[src/rtl/snake_pkg.sv]
// Shared definitions for the snake playfield: map geometry, tile codes,
// the tile-to-colour palette and the tile arbiter FSM states.
package snake_pkg;

    localparam int TILE_SHIFT = 4;               // 16x16 pixel tiles
    localparam int COLS       = 50;              // 800 >> TILE_SHIFT
    localparam int ROWS       = 38;              // last row is only half visible
    localparam int CODE_W     = 3;
    localparam int ADDR_W     = 11;
    localparam int MAP_SIZE   = COLS * ROWS;     // 1900 tiles

    localparam logic [CODE_W-1:0] TILE_BG   = CODE_W'(0);
    localparam logic [CODE_W-1:0] TILE_BODY = CODE_W'(1);
    localparam logic [CODE_W-1:0] TILE_HEAD = CODE_W'(2);
    localparam logic [CODE_W-1:0] TILE_FOOD = CODE_W'(3);
    localparam logic [CODE_W-1:0] TILE_WALL = CODE_W'(4);

    typedef enum logic [1:0] {
        IDLE,
        WR_PEND,
        CLEAR
    } arb_state_t;

    // 2:2:2 colour for each tile code; unused codes show as white
    function automatic logic [5:0] palette(input logic [CODE_W-1:0] code);
        logic [5:0] rgb;
        case (code)
            TILE_BG:   rgb = 6'b000000;
            TILE_BODY: rgb = 6'b001100;
            TILE_HEAD: rgb = 6'b111100;
            TILE_FOOD: rgb = 6'b110000;
            TILE_WALL: rgb = 6'b010101;
            default:   rgb = 6'b111111;
        endcase
        return rgb;
    endfunction

endpackage

[src/rtl/tile_addr_calc.sv]
// Combinational tile address row*COLS + col, built as a sum of shifted
// copies of row (one term per set bit of COLS) so no multiplier is inferred.
module tile_addr_calc
    import snake_pkg::*;
(
    input  logic [7:0]        row,
    input  logic [7:0]        col,
    output logic [ADDR_W-1:0] addr
);

    localparam int COL_BITS = $clog2(COLS + 1);

    logic [ADDR_W-1:0] row_ext;
    logic [ADDR_W-1:0] partial [COL_BITS+1];

    assign row_ext    = ADDR_W'(row);
    assign partial[0] = ADDR_W'(col);

    genvar gi;
    generate
        for (gi = 0; gi < COL_BITS; gi++) begin : g_term
            if (((COLS >> gi) & 1) != 0) begin : g_add
                assign partial[gi+1] = partial[gi] + (row_ext << gi);
            end else begin : g_pass
                assign partial[gi+1] = partial[gi];
            end
        end
    endgenerate

    assign addr = partial[COL_BITS];

endmodule

[src/rtl/vga_tile_arbiter.sv]
// Tile-map RAM arbiter: pixel fetch has absolute priority, game writes and
// the full-map clear use the cycles left over. Also converts tile codes to
// colour and derives a once-per-frame tick from vsync.
module vga_tile_arbiter
    import snake_pkg::*;
(
    input  logic              clk_fpga,
    input  logic              rst_n,
    input  logic [11:0]       x,
    input  logic [11:0]       y,
    input  logic              vga_v_out,
    output logic [5:0]        rgb_data,
    output logic              frame_tick,
    input  logic              wr_req,
    input  logic [5:0]        wr_col,
    input  logic [5:0]        wr_row,
    input  logic [CODE_W-1:0] wr_code,
    output logic              wr_ack,
    output logic              wr_err,
    input  logic              clr_req,
    output logic              clr_busy,
    output logic [ADDR_W-1:0] mem_addr,
    output logic              mem_we,
    output logic [CODE_W-1:0] mem_wdata,
    input  logic [CODE_W-1:0] mem_rdata
);

    localparam logic [ADDR_W-1:0] LAST_IDX = ADDR_W'(MAP_SIZE - 1);

    arb_state_t        state_reg, state_next;
    logic [ADDR_W-1:0] last_addr_reg, last_addr_next;
    logic              dirty_reg, dirty_next;
    logic [ADDR_W-1:0] clr_idx_reg, clr_idx_next;
    logic              clr_busy_reg, clr_busy_next;
    logic [ADDR_W-1:0] mem_addr_reg, mem_addr_next;
    logic              mem_we_reg, mem_we_next;
    logic [CODE_W-1:0] mem_wdata_reg, mem_wdata_next;
    logic              rd_issue_reg, rd_issue_next;
    logic              rd_valid_reg;
    logic [5:0]        rgb_reg;
    logic              ack_pipe_reg, ack_pipe_next;
    logic              wr_ack_reg, wr_ack_next;
    logic              wr_err_reg, wr_err_next;
    logic [1:0]        vs_sync_reg;
    logic              vs_prev_reg;
    logic              frame_tick_reg;

    logic [ADDR_W-1:0] pix_addr;
    logic [ADDR_W-1:0] wr_addr;
    logic              read_slot;
    logic              wr_in_range;
    logic              wr_fire;
    logic [ADDR_W-1:0] wr_fire_addr;

    tile_addr_calc u_pix_addr (
        .row  (8'(y >> TILE_SHIFT)),
        .col  (8'(x >> TILE_SHIFT)),
        .addr (pix_addr)
    );

    tile_addr_calc u_wr_addr (
        .row  (8'(wr_row)),
        .col  (8'(wr_col)),
        .addr (wr_addr)
    );

    // A fetch is needed whenever the beam enters a new tile or the shown tile was rewritten
    assign read_slot   = (pix_addr != last_addr_reg) || dirty_reg;
    assign wr_in_range = (wr_col < 6'(COLS)) && (wr_row < 6'(ROWS));

    // Slot arbitration, write/clear FSM and RAM port drive
    always_comb begin
        state_next     = state_reg;
        last_addr_next = last_addr_reg;
        dirty_next     = dirty_reg;
        clr_idx_next   = clr_idx_reg;
        clr_busy_next  = clr_busy_reg;
        mem_addr_next  = mem_addr_reg;
        mem_we_next    = 1'b0;
        mem_wdata_next = mem_wdata_reg;
        rd_issue_next  = 1'b0;
        ack_pipe_next  = 1'b0;
        wr_ack_next    = ack_pipe_reg;
        wr_err_next    = 1'b0;
        wr_fire        = 1'b0;
        wr_fire_addr   = '0;

        if (read_slot) begin
            mem_addr_next  = pix_addr;
            last_addr_next = pix_addr;
            dirty_next     = 1'b0;
            rd_issue_next  = 1'b1;
        end

        case (state_reg)
            IDLE: begin
                if (clr_req) begin
                    state_next    = CLEAR;
                    clr_idx_next  = '0;
                    clr_busy_next = 1'b1;
                end else if (wr_req && !ack_pipe_reg && !wr_ack_reg) begin
                    // the ack still in flight belongs to the request being held high
                    state_next = WR_PEND;
                end
            end
            WR_PEND: begin
                if (!wr_in_range) begin
                    wr_ack_next = 1'b1;
                    wr_err_next = 1'b1;
                    state_next  = IDLE;
                end else if (!read_slot) begin
                    wr_fire        = 1'b1;
                    wr_fire_addr   = wr_addr;
                    mem_wdata_next = wr_code;
                    ack_pipe_next  = 1'b1;
                    state_next     = IDLE;
                end
            end
            CLEAR: begin
                if (!read_slot) begin
                    wr_fire        = 1'b1;
                    wr_fire_addr   = clr_idx_reg;
                    mem_wdata_next = TILE_BG;
                    clr_idx_next   = clr_idx_reg + ADDR_W'(1);
                    if (clr_idx_reg == LAST_IDX) begin
                        clr_busy_next = 1'b0;
                        state_next    = IDLE;
                    end
                end
            end
            default: state_next = IDLE;
        endcase

        if (wr_fire) begin
            mem_we_next   = 1'b1;
            mem_addr_next = wr_fire_addr;
            // overwriting the tile on screen forces a refetch next cycle
            if (wr_fire_addr == last_addr_reg) begin
                dirty_next = 1'b1;
            end
        end
    end

    // FSM, slot tracking and registered RAM/handshake outputs
    always_ff @(posedge clk_fpga or negedge rst_n) begin
        if (!rst_n) begin
            state_reg     <= IDLE;
            last_addr_reg <= '1;
            dirty_reg     <= 1'b1;
            clr_idx_reg   <= '0;
            clr_busy_reg  <= 1'b0;
            mem_addr_reg  <= '0;
            mem_we_reg    <= 1'b0;
            mem_wdata_reg <= '0;
            rd_issue_reg  <= 1'b0;
            ack_pipe_reg  <= 1'b0;
            wr_ack_reg    <= 1'b0;
            wr_err_reg    <= 1'b0;
        end else begin
            state_reg     <= state_next;
            last_addr_reg <= last_addr_next;
            dirty_reg     <= dirty_next;
            clr_idx_reg   <= clr_idx_next;
            clr_busy_reg  <= clr_busy_next;
            mem_addr_reg  <= mem_addr_next;
            mem_we_reg    <= mem_we_next;
            mem_wdata_reg <= mem_wdata_next;
            rd_issue_reg  <= rd_issue_next;
            ack_pipe_reg  <= ack_pipe_next;
            wr_ack_reg    <= wr_ack_next;
            wr_err_reg    <= wr_err_next;
        end
    end

    // Colour pipeline: capture RAM data the cycle after a fetch, hold otherwise
    always_ff @(posedge clk_fpga or negedge rst_n) begin
        if (!rst_n) begin
            rd_valid_reg <= 1'b0;
            rgb_reg      <= '0;
        end else begin
            rd_valid_reg <= rd_issue_reg;
            if (rd_valid_reg) begin
                rgb_reg <= palette(mem_rdata);
            end
        end
    end

    // Synchronise vsync and pulse on its falling edge; idle level is high
    always_ff @(posedge clk_fpga or negedge rst_n) begin
        if (!rst_n) begin
            vs_sync_reg    <= 2'b11;
            vs_prev_reg    <= 1'b1;
            frame_tick_reg <= 1'b0;
        end else begin
            vs_sync_reg    <= {vs_sync_reg[0], vga_v_out};
            vs_prev_reg    <= vs_sync_reg[1];
            frame_tick_reg <= vs_prev_reg & ~vs_sync_reg[1];
        end
    end

    assign rgb_data   = rgb_reg;
    assign frame_tick = frame_tick_reg;
    assign wr_ack     = wr_ack_reg;
    assign wr_err     = wr_err_reg;
    assign clr_busy   = clr_busy_reg;
    assign mem_addr   = mem_addr_reg;
    assign mem_we     = mem_we_reg;
    assign mem_wdata  = mem_wdata_reg;

endmodule

[config.mk]
export PLATFORM = sky130hd
export DESIGN_NAME = vga_tile_arbiter
export DESIGN_NICKNAME = d
export VERILOG_FILES = /design/src/rtl/snake_pkg.sv /design/src/rtl/tile_addr_calc.sv /design/src/rtl/vga_tile_arbiter.sv
export SDC_FILE = /design/constraint.sdc
export NUM_CORES = 1
export LEC_CHECK = 0
export ABC_AREA = 1
export CAP_MARGIN = 20
export CELL_PAD_IN_SITES_DETAIL_PLACEMENT = 0
export CELL_PAD_IN_SITES_GLOBAL_PLACEMENT = 1
export CORE_AREA = 2 2 105 107
export CTS_CLUSTER_SIZE = 10
export DETAILED_ROUTE_END_ITERATION = 7
export DIE_AREA = 0 0 107 109
export MAX_ROUTING_LAYER = met4
export PLACE_DENSITY = 0.87
export SYNTH_ARGS = -nofsm -noshare
export SYNTH_HDL_FRONTEND = slang
export SYNTH_SLANG_ARGS = --single-unit
[constraint.sdc]
create_clock -name clk_fpga -period 3.65 [get_ports clk_fpga]
set_input_delay 1.095 -clock clk_fpga [delete_from_list [all_inputs] [get_ports clk_fpga]]
set_output_delay 1.095 -clock clk_fpga [all_outputs]
set_load 0.01 [all_outputs]
==> impl_results.md <==
* Hold-fix buffer count after cts at 0
* Compound-Gate Fraction of Synth Area at 0.0887
* Xor and xnor area share after synthesis at 0.0295
* Maximum clock path buffer count at 2
* PnR worst setup slack at -1.03 ns
* Pre-CTS setup slack at -1.82 ns
* CTS tree: yes
* CP Capture Type: flop
* Max-slew violation count at 0
* First-pass GRT wire length at between 15 and 20 mm
* Failing checks: negative setup slack
* Post-synthesis mux area share at 0
* Initial antenna violation count at 0
* YS warnings at 0
* Final net count at roughly 850
* H-tree Lvls at 2
* Ports at approximately 70
* Vias/cell at 4.95
* Synth Register Bits at 56
* Count of final setup violators at 32
* Finished Layout Cells at approximately 900
* Die H at approximately 110 um
* Die area at around 0.012 mm^2
* Clock sinks at 56
* Final Skew at slightly above 0.01 ns
* Largest family of logic cells by synthesized area: simple AND/OR/NAND/NOR gates
* Syn Area/Cell at 7.47 um^2
* Worst slew pin tran at 0.668 ns
* Vias in the first global route at between 4000 and 5000
* Seq/Total Area, Yosys at 0.322
* Die width at 107 um
* Simple-Gate Fraction of Synth Area at 0.315
* IO buf count at 63
* Core area at 0.0106 mm^2
* Worst setup path category: in -> reg
* Worst hold path class: reg -> reg
* Post-route ant nets at 0
* TritonRoute pass-1 iters at 5
* Initial drt markers at roughly 260
* Root Buffer: clkbuf_8
* Pwr Density at ~450 mW/mm^2
* Tcrit/Tclk final at 1.28
* Total global routing overflow at 0
* Sw Ratio at 0.419
* Max-slew headroom at 0.554
* Total GRT Usage at 0.216
* Cell count after synthesis at ~590
* Worst VDD drop at 0.224 mV
* Distinct cells, synth at 39
* Sw power at approximately 1.3 mW
* Final instance area at 0.00657 mm^2
* Cell Rows at 38
* Placed cell area at 0.00586 mm^2
* Overall Power at around 3.0 mW
* Crit path launch type: primary input
* CP Max Fanout at 10
* Fillers at about 940
* Pin count of the biggest net entering global routing at 27
* Synth Area in Adders at 0.148
* Final Hold Fails at 0
* Post-synthesis cell area at about 0.0044 mm^2
* Area leader, netlist: dfrtp_1
* Post-synth top area share at 0.232
* GP Congestion at 0.881
* CP Data Arrival Time at approximately 4.9 ns
* Status: finished, violations left
* Synth area leaders: dfrtp_1 (23%), nand2_1 (13%), ha_1 (9.4%)
* Final Critical Period at around 4.7 ns
* # diodes at 0
* Total wire length at around 12 mm
* Via Count at 4430
* Number of buffers created by CTS at 5
* Clock share of power at 0.118
* RSZ-0062 raised after global routing: true
* Residual DRC at 0
* Initial Util at 0.416
* MaxCap Viol Count at 0
* Maximum clock frequency at 0.214 GHz
* Pint at approximately 1.7 mW
* Layout cells sized above 1 at 0.332
* Placed cells at about 860
* Setup_tns at -27.88 ns
* Clk Latency, worst-skew pair at 0.32 ns
* Combinational Power Share at 0.595
* Flop pwr share at 0.288
* Area grow syn2layout at 48.8%
* Mapped Nets at around 680
* Final HPWL from detailed placement at about 9.1 mm
* Worst Path Required at 3.90 ns
* Static Leakage at roughly 3.3 nW
* WL/cell at roughly 13 um
* Worst-path clk slew at ~0.10 ns
[Yosys cell counts (all sizes together)]
master	instances
nand4	26
o211ai	5
o21a	2
nor4	1
nor3	7
dfstp	15
dfrtp	41
o22ai	1
o21bai	1
clkbuf	8
xnor2	4
o21ai	35
buf	9
a21oi	23
nand3	58
nand2	162
a41oi	1
xor2	10
or2	1
inv	90
a22o	1
nor2	43
fa	12
ha	33
a32o	1
a211oi	1
[worst max-delay path, stage by stage]
cell      delay [ns]
buf_6           0.07
ha_4            0.15
inv_4           0.04
fa_2            0.36
inv_2           0.07
nand3_2         0.06
nand2_2         0.09
xor2_2          0.08
fa_1            0.52
inv_2           0.05
ha_4            0.16
fa_2            0.58
inv_2           0.05
nand2_2         0.07
o21ai_1         0.06
inv_1           0.06
nand3_2         0.06
nor2_1          0.12
nand2_1         0.09
nor2_4          0.15
nand2_4         0.10
buf_6           0.13
inv_2           0.05
o211ai_1        0.17
buf_4           0.27
o21ai_2         0.07
o21ai_1         0.08
nand2_1         0.06
[per-stage QoR]
step,utilization,hold WS [ns]
after floorplan,-,0.331
after global placement,0.553,0.336
after detailed placement,0.553,0.340
after CTS,0.600,0.364
after global routing,0.620,0.370
final,0.620,0.362
[final timing paths]
check	slack [ns]	endpoint	from	cells after the start
worst min register to register	0.36	rd_valid_reg$_DFF_PN0_	rd_issue_reg$_DFF_PN0_	0
worst max-delay path	-1.03	mem_addr[6]$_DFFE_PN0P_	x[5]	28
min in group asynchronous	0.67	clr_idx_reg[3]$_DFFE_PN0P_	rst_n	1
worst max register to register	1.20	clr_idx_reg[9]$_DFFE_PN0P_	state_reg[0]$_DFFE_PN0P_	12
worst min-delay path	0.36	rd_valid_reg$_DFF_PN0_	rd_issue_reg$_DFF_PN0_	0
max in group asynchronous	2.30	last_addr_reg[10]$_DFFE_PN1P_	rst_n	2
[layer usage]
layer / GRT usage / part of all wire / vias to the layer above
li1: - / - / 2240
met1: 0.260 / 0.43 / 2077
met2: 0.388 / 0.51 / 96
met3: 0.0227 / 0.041 / 17
met4: 0.0594 / 0.019 / 0
met5: - / 0 / -
[power groups by stage]
stage / clock network, mW / logic (mW) / registers [mW]
finish: 0.351 / 1.78 / 0.861
global placement: 0 / 1.43 / 0.861
CTS: 0.364 / 1.69 / 0.855
global route: 0.390 / 1.96 / 0.874
detailed placement: 0 / 1.46 / 0.864
floorplan: 0 / 0.876 / 0.872
[cells in the final DEF (no fill, tap or decap), types with 18 or more instances in the layout]
| master | instances |
|---|---|
| inv_1 | 78 |
| buf_4 | 88 |
| nand2_1 | 139 |
| buf_6 | 23 |
| nor2_1 | 31 |
| ha_1 | 24 |
| clkdlybuf4s50_1 | 52 |
| nand3_1 | 43 |
| dfrtp_1 | 41 |
| o21ai_2 | 18 |
| nand4_1 | 26 |
[repair_timing]
action                                  4_1_cts  5_1_grt
endpoints found under the setup margin       36       34
resized for setup                           109       51
buffers inserted                             22        5
cloned                                        1        2
pin swaps                                    44       37
[cell type report]
type | count | area (um^2) | area share
clock buffers | 6 | 72.6 | 0.0110
multi-input cells | 428 | 2980 | 0.453
well taps | 140 | 175 | 0.0267
inverters | 90 | 348 | 0.0529
flip-flops and latches | 56 | 1420 | 0.216
repair buffers | 173 | 1560 | 0.237
clock inverters | 2 | 16.3 | 0.00248
[logic make-up (layout without fill, tap and decap cells)]
logic type | count (synthesis) | after routing
buffers and inverters | 107 | 271
XOR/XNOR | 14 | 14
flip-flops | 56 | 56
AND/OR/NAND/NOR | 298 | 298
adder cells (fa/ha/maj) | 45 | 45
AO/OA/AOI/OAI | 71 | 71
(Power assumes the default switching activity.)
